### src/rtl/cpu_pkg.sv
// ----------------------------------------------------------------------------
// cpu_pkg
// Shared decode definitions for the instruction-decode stage:
//   - RV32I major opcode constants handled by the decoder
//   - alu_op_e   : 4-bit ALU operation handed to execute
//   - imm_type_e : immediate format selector for id_imm_gen
//   - id_state_e : decode-stage handshake FSM states
//   - alu_from_funct3 : funct3 (+ alternate bit) to ALU op mapping
// ----------------------------------------------------------------------------
package cpu_pkg;

    localparam logic [6:0] OPC_OP     = 7'b0110011;
    localparam logic [6:0] OPC_OP_IMM = 7'b0010011;
    localparam logic [6:0] OPC_LOAD   = 7'b0000011;
    localparam logic [6:0] OPC_STORE  = 7'b0100011;
    localparam logic [6:0] OPC_LUI    = 7'b0110111;
    localparam logic [6:0] OPC_BRANCH = 7'b1100011;

    typedef enum logic [3:0] {
        ALU_ADD  = 4'd0,
        ALU_SUB  = 4'd1,
        ALU_SLL  = 4'd2,
        ALU_SLT  = 4'd3,
        ALU_SLTU = 4'd4,
        ALU_XOR  = 4'd5,
        ALU_SRL  = 4'd6,
        ALU_SRA  = 4'd7,
        ALU_OR   = 4'd8,
        ALU_AND  = 4'd9,
        ALU_LUI  = 4'd10
    } alu_op_e;

    typedef enum logic [2:0] {
        IMM_NONE = 3'd0,
        IMM_I    = 3'd1,
        IMM_S    = 3'd2,
        IMM_B    = 3'd3,
        IMM_U    = 3'd4
    } imm_type_e;

    typedef enum logic [1:0] {
        IDLE = 2'd0,
        READ = 2'd1,
        HOLD = 2'd2
    } id_state_e;

    // alt selects SUB for funct3=000 and SRA for funct3=101
    function automatic alu_op_e alu_from_funct3(input logic [2:0] f3, input logic alt);
        alu_op_e op;
        case (f3)
            3'b000:  op = alt ? ALU_SUB : ALU_ADD;
            3'b001:  op = ALU_SLL;
            3'b010:  op = ALU_SLT;
            3'b011:  op = ALU_SLTU;
            3'b100:  op = ALU_XOR;
            3'b101:  op = alt ? ALU_SRA : ALU_SRL;
            3'b110:  op = ALU_OR;
            default: op = ALU_AND;
        endcase
        return op;
    endfunction

endpackage

### src/rtl/id_imm_gen.sv
// ----------------------------------------------------------------------------
// id_imm_gen
// Purely combinational immediate generator. Assembles the I/S/B/U immediate
// from the instruction word and sign-extends it to XLEN.
// Ports:
//   instr    (in, [31:7]) instruction bits above the opcode
//   imm_type (in, 3)      imm_type_e selector; IMM_NONE yields zero
//   imm      (out, XLEN)  sign-extended immediate
// ----------------------------------------------------------------------------
module id_imm_gen
    import cpu_pkg::*;
#(
    parameter int XLEN = 32
) (
    input  logic [31:7]     instr,
    input  logic [2:0]      imm_type,
    output logic [XLEN-1:0] imm
);

    logic signed [31:0] imm32;

    always_comb begin
        imm32 = '0;
        case (imm_type)
            IMM_I:   imm32 = {{20{instr[31]}}, instr[31:20]};
            IMM_S:   imm32 = {{20{instr[31]}}, instr[31:25], instr[11:7]};
            IMM_B:   imm32 = {{19{instr[31]}}, instr[31], instr[7], instr[30:25], instr[11:8], 1'b0};
            IMM_U:   imm32 = {instr[31:12], 12'b0};
            default: imm32 = '0;
        endcase
    end

    // signed size cast sign-extends when XLEN > 32
    assign imm = XLEN'(imm32);

endmodule

### src/rtl/id_stage.sv
// ----------------------------------------------------------------------------
// id_stage
// Instruction-decode stage with valid/ready handshakes on both sides.
// Register addresses go straight from if_instr to the synchronous regfile so
// the read is issued on the accept edge; decoded fields are registered on
// accept and operands arrive one cycle later (READ). If execute stalls, the
// operands are captured locally (HOLD) so all ex_* outputs stay stable.
//
// Optional build macro: ID_BYPASS_EN -- forwards writeback-port writes into
// the operands (live write > accept-edge capture > regfile/hold capture).
// Without it the wb_* ports are present but ignored.
//
// Ports:
//   clk, rstn                        clock, async active-low reset
//   if_valid/if_ready/if_instr/if_pc fetch handshake and payload
//   rf_radd1/2, rf_rdata1/2          regfile read addresses / data (+1 cycle)
//   wb_we/wb_wadd/wb_wdata           writeback snoop
//   ex_valid/ex_ready                execute handshake
//   ex_pc, ex_rs1_val, ex_rs2_val, ex_imm, ex_rd, ex_op, ex_wreg, ex_illegal
// ----------------------------------------------------------------------------
module id_stage
    import cpu_pkg::*;
#(
    parameter int XLEN    = 32,
    parameter int RADDR_W = 5
) (
    input  logic               clk,
    input  logic               rstn,
    input  logic               if_valid,
    output logic               if_ready,
    input  logic [31:0]        if_instr,
    input  logic [XLEN-1:0]    if_pc,
    output logic [RADDR_W-1:0] rf_radd1,
    output logic [RADDR_W-1:0] rf_radd2,
    input  logic [XLEN-1:0]    rf_rdata1,
    input  logic [XLEN-1:0]    rf_rdata2,
    input  logic               wb_we,
    input  logic [RADDR_W-1:0] wb_wadd,
    input  logic [XLEN-1:0]    wb_wdata,
    output logic               ex_valid,
    input  logic               ex_ready,
    output logic [XLEN-1:0]    ex_pc,
    output logic [XLEN-1:0]    ex_rs1_val,
    output logic [XLEN-1:0]    ex_rs2_val,
    output logic [XLEN-1:0]    ex_imm,
    output logic [RADDR_W-1:0] ex_rd,
    output logic [3:0]         ex_op,
    output logic               ex_wreg,
    output logic               ex_illegal
);

    id_state_e state, state_nxt;

    logic accept;
    logic fire;

    // ---------------- decode (combinational, from if_instr) ----------------
    logic [6:0]         opcode;
    logic [2:0]         funct3;
    logic [RADDR_W-1:0] rs1_addr;
    logic [RADDR_W-1:0] rs2_addr;
    logic [RADDR_W-1:0] rd_addr;
    alu_op_e            dec_op;
    logic [2:0]         dec_imm_type;
    logic               dec_wreg;
    logic               dec_ill;
    logic [XLEN-1:0]    dec_imm;

    assign opcode   = if_instr[6:0];
    assign funct3   = if_instr[14:12];
    assign rs1_addr = RADDR_W'(if_instr[19:15]);
    assign rs2_addr = RADDR_W'(if_instr[24:20]);
    assign rd_addr  = RADDR_W'(if_instr[11:7]);

    assign rf_radd1 = rs1_addr;
    assign rf_radd2 = rs2_addr;

    always_comb begin
        dec_op       = ALU_ADD;
        dec_imm_type = IMM_NONE;
        dec_wreg     = 1'b0;
        dec_ill      = 1'b0;
        case (opcode)
            OPC_OP: begin
                dec_op   = alu_from_funct3(funct3, if_instr[30]);
                dec_wreg = 1'b1;
            end
            OPC_OP_IMM: begin
                // bit 30 is immediate data for addi; it only means SRA for shifts
                dec_op       = alu_from_funct3(funct3, if_instr[30] && (funct3 == 3'b101));
                dec_imm_type = IMM_I;
                dec_wreg     = 1'b1;
            end
            OPC_LOAD: begin
                dec_imm_type = IMM_I;
                dec_wreg     = 1'b1;
            end
            OPC_STORE: begin
                dec_imm_type = IMM_S;
            end
            OPC_LUI: begin
                dec_op       = ALU_LUI;
                dec_imm_type = IMM_U;
                dec_wreg     = 1'b1;
            end
            OPC_BRANCH: begin
                dec_imm_type = IMM_B;
                if (funct3[2])
                    dec_op = funct3[1] ? ALU_SLTU : ALU_SLT;
                else
                    dec_op = ALU_SUB;
            end
            default: begin
                dec_ill = 1'b1;
            end
        endcase
        if (rd_addr == '0)
            dec_wreg = 1'b0;
    end

    id_imm_gen #(
        .XLEN(XLEN)
    ) u_imm_gen (
        .instr    (if_instr[31:7]),
        .imm_type (dec_imm_type),
        .imm      (dec_imm)
    );

    // ---------------- FSM ----------------
    always_ff @(posedge clk or negedge rstn) begin
        if (!rstn)
            state <= IDLE;
        else
            state <= state_nxt;
    end

    always_comb begin
        state_nxt = state;
        case (state)
            IDLE: begin
                if (accept)
                    state_nxt = READ;
            end
            READ, HOLD: begin
                if (ex_ready)
                    state_nxt = accept ? READ : IDLE;
                else
                    state_nxt = HOLD;
            end
            default: state_nxt = IDLE;
        endcase
    end

    always_comb begin
        if_ready = 1'b0;
        ex_valid = 1'b0;
        case (state)
            IDLE: if_ready = 1'b1;
            READ, HOLD: begin
                if_ready = ex_ready;
                ex_valid = 1'b1;
            end
            default: ;
        endcase
    end

    assign accept = if_valid && if_ready;
    assign fire   = ex_valid && ex_ready;

    // ---------------- stage p1: fields registered on accept ----------------
    logic [XLEN-1:0]    pc_p1;
    logic [XLEN-1:0]    imm_p1;
    logic [RADDR_W-1:0] rd_p1;
    alu_op_e            op_p1;
    logic               wreg_p1;
    logic               ill_p1;
    logic               rs1_zero_p1;
    logic               rs2_zero_p1;

    always_ff @(posedge clk or negedge rstn) begin
        if (!rstn) begin
            pc_p1       <= '0;
            imm_p1      <= '0;
            rd_p1       <= '0;
            op_p1       <= ALU_ADD;
            wreg_p1     <= 1'b0;
            ill_p1      <= 1'b0;
            rs1_zero_p1 <= 1'b0;
            rs2_zero_p1 <= 1'b0;
        end else if (accept) begin
            pc_p1       <= if_pc;
            imm_p1      <= dec_imm;
            rd_p1       <= rd_addr;
            op_p1       <= dec_op;
            wreg_p1     <= dec_wreg;
            ill_p1      <= dec_ill;
            rs1_zero_p1 <= (rs1_addr == '0);
            rs2_zero_p1 <= (rs2_addr == '0);
        end
    end

    // ---------------- operand selection ----------------
    logic [XLEN-1:0] hold1_p2;
    logic [XLEN-1:0] hold2_p2;
    logic [XLEN-1:0] opnd1;
    logic [XLEN-1:0] opnd2;

`ifdef ID_BYPASS_EN
    logic [RADDR_W-1:0] rs1_p1;
    logic [RADDR_W-1:0] rs2_p1;
    logic               bp1_vld_p1;
    logic               bp2_vld_p1;
    logic [XLEN-1:0]    bp1_dat_p1;
    logic [XLEN-1:0]    bp2_dat_p1;
    logic               live1;
    logic               live2;

    // A write landing on the accept edge is missed by the regfile read,
    // so it is remembered here for the READ cycle.
    always_ff @(posedge clk or negedge rstn) begin
        if (!rstn) begin
            rs1_p1     <= '0;
            rs2_p1     <= '0;
            bp1_vld_p1 <= 1'b0;
            bp2_vld_p1 <= 1'b0;
            bp1_dat_p1 <= '0;
            bp2_dat_p1 <= '0;
        end else if (accept) begin
            rs1_p1     <= rs1_addr;
            rs2_p1     <= rs2_addr;
            bp1_vld_p1 <= wb_we && (rs1_addr != '0) && (wb_wadd == rs1_addr);
            bp2_vld_p1 <= wb_we && (rs2_addr != '0) && (wb_wadd == rs2_addr);
            bp1_dat_p1 <= wb_wdata;
            bp2_dat_p1 <= wb_wdata;
        end
    end

    assign live1 = wb_we && !rs1_zero_p1 && (wb_wadd == rs1_p1);
    assign live2 = wb_we && !rs2_zero_p1 && (wb_wadd == rs2_p1);
`else
    logic wb_unused;
    assign wb_unused = ^{wb_we, wb_wadd, wb_wdata};
`endif

    always_comb begin
        opnd1 = rs1_zero_p1 ? '0 : rf_rdata1;
        opnd2 = rs2_zero_p1 ? '0 : rf_rdata2;
        if (state == HOLD) begin
            opnd1 = hold1_p2;
            opnd2 = hold2_p2;
        end
`ifdef ID_BYPASS_EN
        if (state == READ && bp1_vld_p1) opnd1 = bp1_dat_p1;
        if (state == READ && bp2_vld_p1) opnd2 = bp2_dat_p1;
        if (live1) opnd1 = wb_wdata;
        if (live2) opnd2 = wb_wdata;
`endif
        if (state == IDLE) begin
            opnd1 = '0;
            opnd2 = '0;
        end
    end

    // ---------------- stage p2: operand capture while stalled ----------------
    // Recapturing every stalled cycle keeps a bypassed live write persistent.
    always_ff @(posedge clk or negedge rstn) begin
        if (!rstn) begin
            hold1_p2 <= '0;
            hold2_p2 <= '0;
        end else if (ex_valid && !ex_ready) begin
            hold1_p2 <= opnd1;
            hold2_p2 <= opnd2;
        end
    end

    assign ex_pc      = pc_p1;
    assign ex_imm     = imm_p1;
    assign ex_rd      = rd_p1;
    assign ex_op      = op_p1;
    assign ex_wreg    = wreg_p1;
    assign ex_illegal = ill_p1;
    assign ex_rs1_val = opnd1;
    assign ex_rs2_val = opnd2;

    logic fire_unused;
    assign fire_unused = fire;

endmodule

### config.mk
export PLATFORM = sky130hd
export DESIGN_NAME = id_stage
export DESIGN_NICKNAME = d
export VERILOG_FILES = /design/src/rtl/cpu_pkg.sv /design/src/rtl/id_imm_gen.sv /design/src/rtl/id_stage.sv
export SDC_FILE = /design/constraint.sdc
export NUM_CORES = 1
export LEC_CHECK = 0
export BUFFER_PORTS_ARGS = -buffer_cell sky130_fd_sc_hd__buf_2
export CORE_UTILIZATION = 40
export CTS_CLUSTER_SIZE = 30
export DETAILED_ROUTE_END_ITERATION = 8
export GPL_TIMING_DRIVEN = 0
export PLACE_DENSITY = 0.71
export SLEW_MARGIN = 20
export SYNTH_ARGS = -nofsm -noshare
export SYNTH_HDL_FRONTEND = slang
export SYNTH_SLANG_ARGS = --single-unit
### constraint.sdc
create_clock -name clk -period 3.3 [get_ports clk]
set_input_delay 0.33 -clock clk [delete_from_list [all_inputs] [get_ports clk]]
set_output_delay 0.33 -clock clk [all_outputs]
set_load 0.01 [all_outputs]
==> flow_summary_export.csv <==
group,metric,value,unit
synth,synth_edf_count,0,
synth,synth.distinct_cells,43,
clocking,cts-root-buf,"clkbuf_16",
grt,grt.total_usage,23.2,%
setup_path,start_kind,"flop",
placement,place_area,8390,um2
clocking,post_cts_buffers,0,
floorplan,die_h,131,um
sta,finalClockSkew,0.00869,ns
route,ant_nets,0,
placement,gp_congestion,0.850,
clocking,numCtsBuffers,17,
route,drtIter0Drc,354,
layout,drive_above_1_share,40.7,%
sta,maxSlewViolCount,0,
layout,antenna_cells,0,
route,drc,0,
sta,relSlewSlack,59.3,%
placement,place_ws,0.805,ns
setup_path,cpMaxStageDelayCell,"clkbuf_1",
sta,finalSetupViolations,0,
sta,fmax,348,MHz
layout,nNetsFinal,1148,
setup_path,reg2reg_depth,6,
layout,final_common_cell,"buf_2",
setup_path,end_kind,"primary output",
placement,numPlacedInstances,1171,
synth,ys_seq_area_share,53.6,%
sta,worst-slew-pin-transition,0.610,ns
pwr,switchingPower,3.04,mW
setup_path,slowest_delay,0.42,ns
clocking,cts.sinks,143,
grt,grt_max_degree,83,
route,drt_wl_total,19600,um
clocking,cts_resized,0,
setup_path,r2r-start,"state[0]",
layout,multiInputGateArea,2800,um2
floorplan,die_w,131,um
min_path,holdPathStages,3,
pwr,ir_drop,0.396,mV
synth,ys.warnings.count,0,
route,drt-vias-per-instance,5.16,
pwr,p_leak,4.79,nW
synth,synthCells,673,
setup_path,critPathKind,"reg2out",
setup_path,critical_path.most_common_cell,"clkbuf_1",
sta,min_period,2.87,ns
pwr,combPwrFrac,42.0,%
clocking,cts_hold_buf,1,
clocking,clock_latency,0.41,ns
layout,syn_to_final_growth,34.8,%
floorplan,io_pins,321,
setup_path,timing.rr.end,"hold1_p2[25]",
setup_path,cp_max_fo,10,
placement,dp_hpwl,14300,um
route,first_pass_iters,7,
placement,io_buffer_count,281,
pwr,p_sw_share,38.7,%
layout,design_area,9000,um2
pwr,clkPwrFrac,24.6,%
sta,setup_ws,0.426,ns
synth,syn_area_per_cell,9.92,um2
clocking,clockBufferDepth,2,
synth,async_flop_share,100,%
min_path,hold_path_class,"in2reg",
floorplan,die-area,17200,um2
route,wl_per_cell,16.3,um
setup_path,cp_cell_sequence,"inv_1 -> ha_1 -> clkbuf_1 -> clkbuf_1 -> a22oi_1 -> nor2_1 -> buf_2",
min_path,whs_endpoint,"ex_pc[30]",
clocking,cts_max_level,4,
sta,rsz0062_at_grt,"false",
route,vias,6212,
sta,hold_slack,0.101,ns
run_status,status,"finished, final reports clean",
pwr,seq_power_share,33.4,%
floorplan,start_util,41.4,%
pwr,intPower,4.82,mW
sta,tns,0,ns
pwr,pwr_density_cell,873,nW/um2
synth,synth_area,6680,um2
run,drv_cap,0,
synth,synth_nets,846,
floorplan,core,16100,um2
sta,fin_crit_sh,87.1,%
synth,synth_seq_cells,143,
clocking,tritoncts,"built",
setup_path,cp-startpoint,"state[0]",
min_path,holdCritStartpoint,"if_pc[30]",
grt,grt.overflow.total,0,
setup_path,cp.arrival,2.54,ns
grt,grt_pass1_wl,32000,um
sta,hold_viol,0,
synth,ys.flop_type,"dfrtp_1",
setup_path,critPathRequiredTime,2.97,ns
layout,fillers,1486,
layout,layout_common_cells,"buf_2, nand2_1, dfrtp_1",
clocking,clk_pin_slew,0.06,ns
floorplan,row_count,46,
setup_path,r2r_slack,0.87,ns
layout,seq_area,3580,um2
grt,antenna_found_initial,0,
layout,final_cells,1204,
grt,grt_pass1_vias,6083,
## cell type report
type	instances	area share, %
buffer	61	3.17
multi-input combinational	466	31.1
sequential	143	39.8
inverter	3	0.125
clock inverter	14	1.77
timing repair buffer	283	16.2
clock buffer	18	4.88
tap	216	3.00
## stage by stage
step / utilization (%) / power (mW)
5_1_grt: 55.8 / 8.39
4_1_cts: 55.8 / 7.94
2_1_floorplan: - / 4.66
3_5_place_dp: 52.1 / 5.97
3_3_place_gp: 51.8 / 5.90
6_report: 55.8 / 7.86
## per-layer routing
metal / up-vias / routed length, um / share of wire, % / track usage [%]
li1: 2958 / - / - / -
met1: 2970 / 8490 / 43 / 30.7
met2: 265 / 9560 / 49 / 37.6
met3: 19 / 1310 / 6.7 / 5.71
met4: 0 / 245 / 1.3 / 6.73
met5: - / 0 / 0 / 0
## worst max path at each step
| stage | endpoint |
|---|---|
| after global placement | ex_pc[19] |
| final | ex_rs2_val[23] |
| after detailed placement | hold1_p2[28] |
| after global routing | ex_rs1_val[29] |
| after CTS | ex_rs2_val[23] |
| after floorplan | hold1_p2[10] |
## cell families (layout without fill, tap and decap cells)
| family | Yosys count | in the layout | share of synthesized area [%] |
|---|---|---|---|
| and+or+nand+nor | 257 | 257 | 16.1 |
| DFF | 143 | 143 | 53.6 |
| adders and majority gates | 3 | 3 | 0.562 |
| buffers and inverters | 64 | 379 | 4.44 |
| muxes | 66 | 66 | 11.1 |
| AOI/OAI and AO/OA | 140 | 140 | 14.2 |
## sequential cells by signal (all words and copies together), names as in the netlist, 2 cells and up
register,cells
ex_op,4
ex_pc,32
hold2_p2,32
hold1_p2,32
state,2
ex_rd,5
ex_imm,32
## critical path: cells and delay by family, from the launching register on
family | cells | cell delay, ns
adder cells (fa/ha/maj) | 1 | 0.27
AO/OA/AOI/OAI | 1 | 0.16
flip-flops | 1 | 0.40
AND/OR/NAND/NOR | 1 | 0.22
buffers and inverters | 4 | 1.09
## cells in the mapped netlist (all sizes together) (2+ instances only)
cell type	number	share of area, %
a22o	8	1.0
nand2	145	8.2
o21ai	25	1.9
a21oi	26	1.9
buf	28	2.4
o31ai	3	0.34
nor3	4	0.30
o22ai	2	0.19
nor4	2	0.19
dfrtp	143	54
ha	3	0.56
nand3b	2	0.22
inv	3	0.17
and2	2	0.19
a221oi	4	0.52
nor2b	12	1.1
nor3b	2	0.22
or4	4	0.45
nor2	78	4.4
a22oi	63	7.1
mux2	66	11
clkbuf	33	1.9
## power groups by stage
stage	clock network (mW)	logic, mW	registers (mW)
finish	1.93	3.30	2.62
global route	2.04	3.65	2.70
CTS	1.98	3.34	2.62
detailed placement	0	3.33	2.64
global placement	0	3.27	2.63
floorplan	0	1.94	2.72
(Power assumes the default switching activity.)
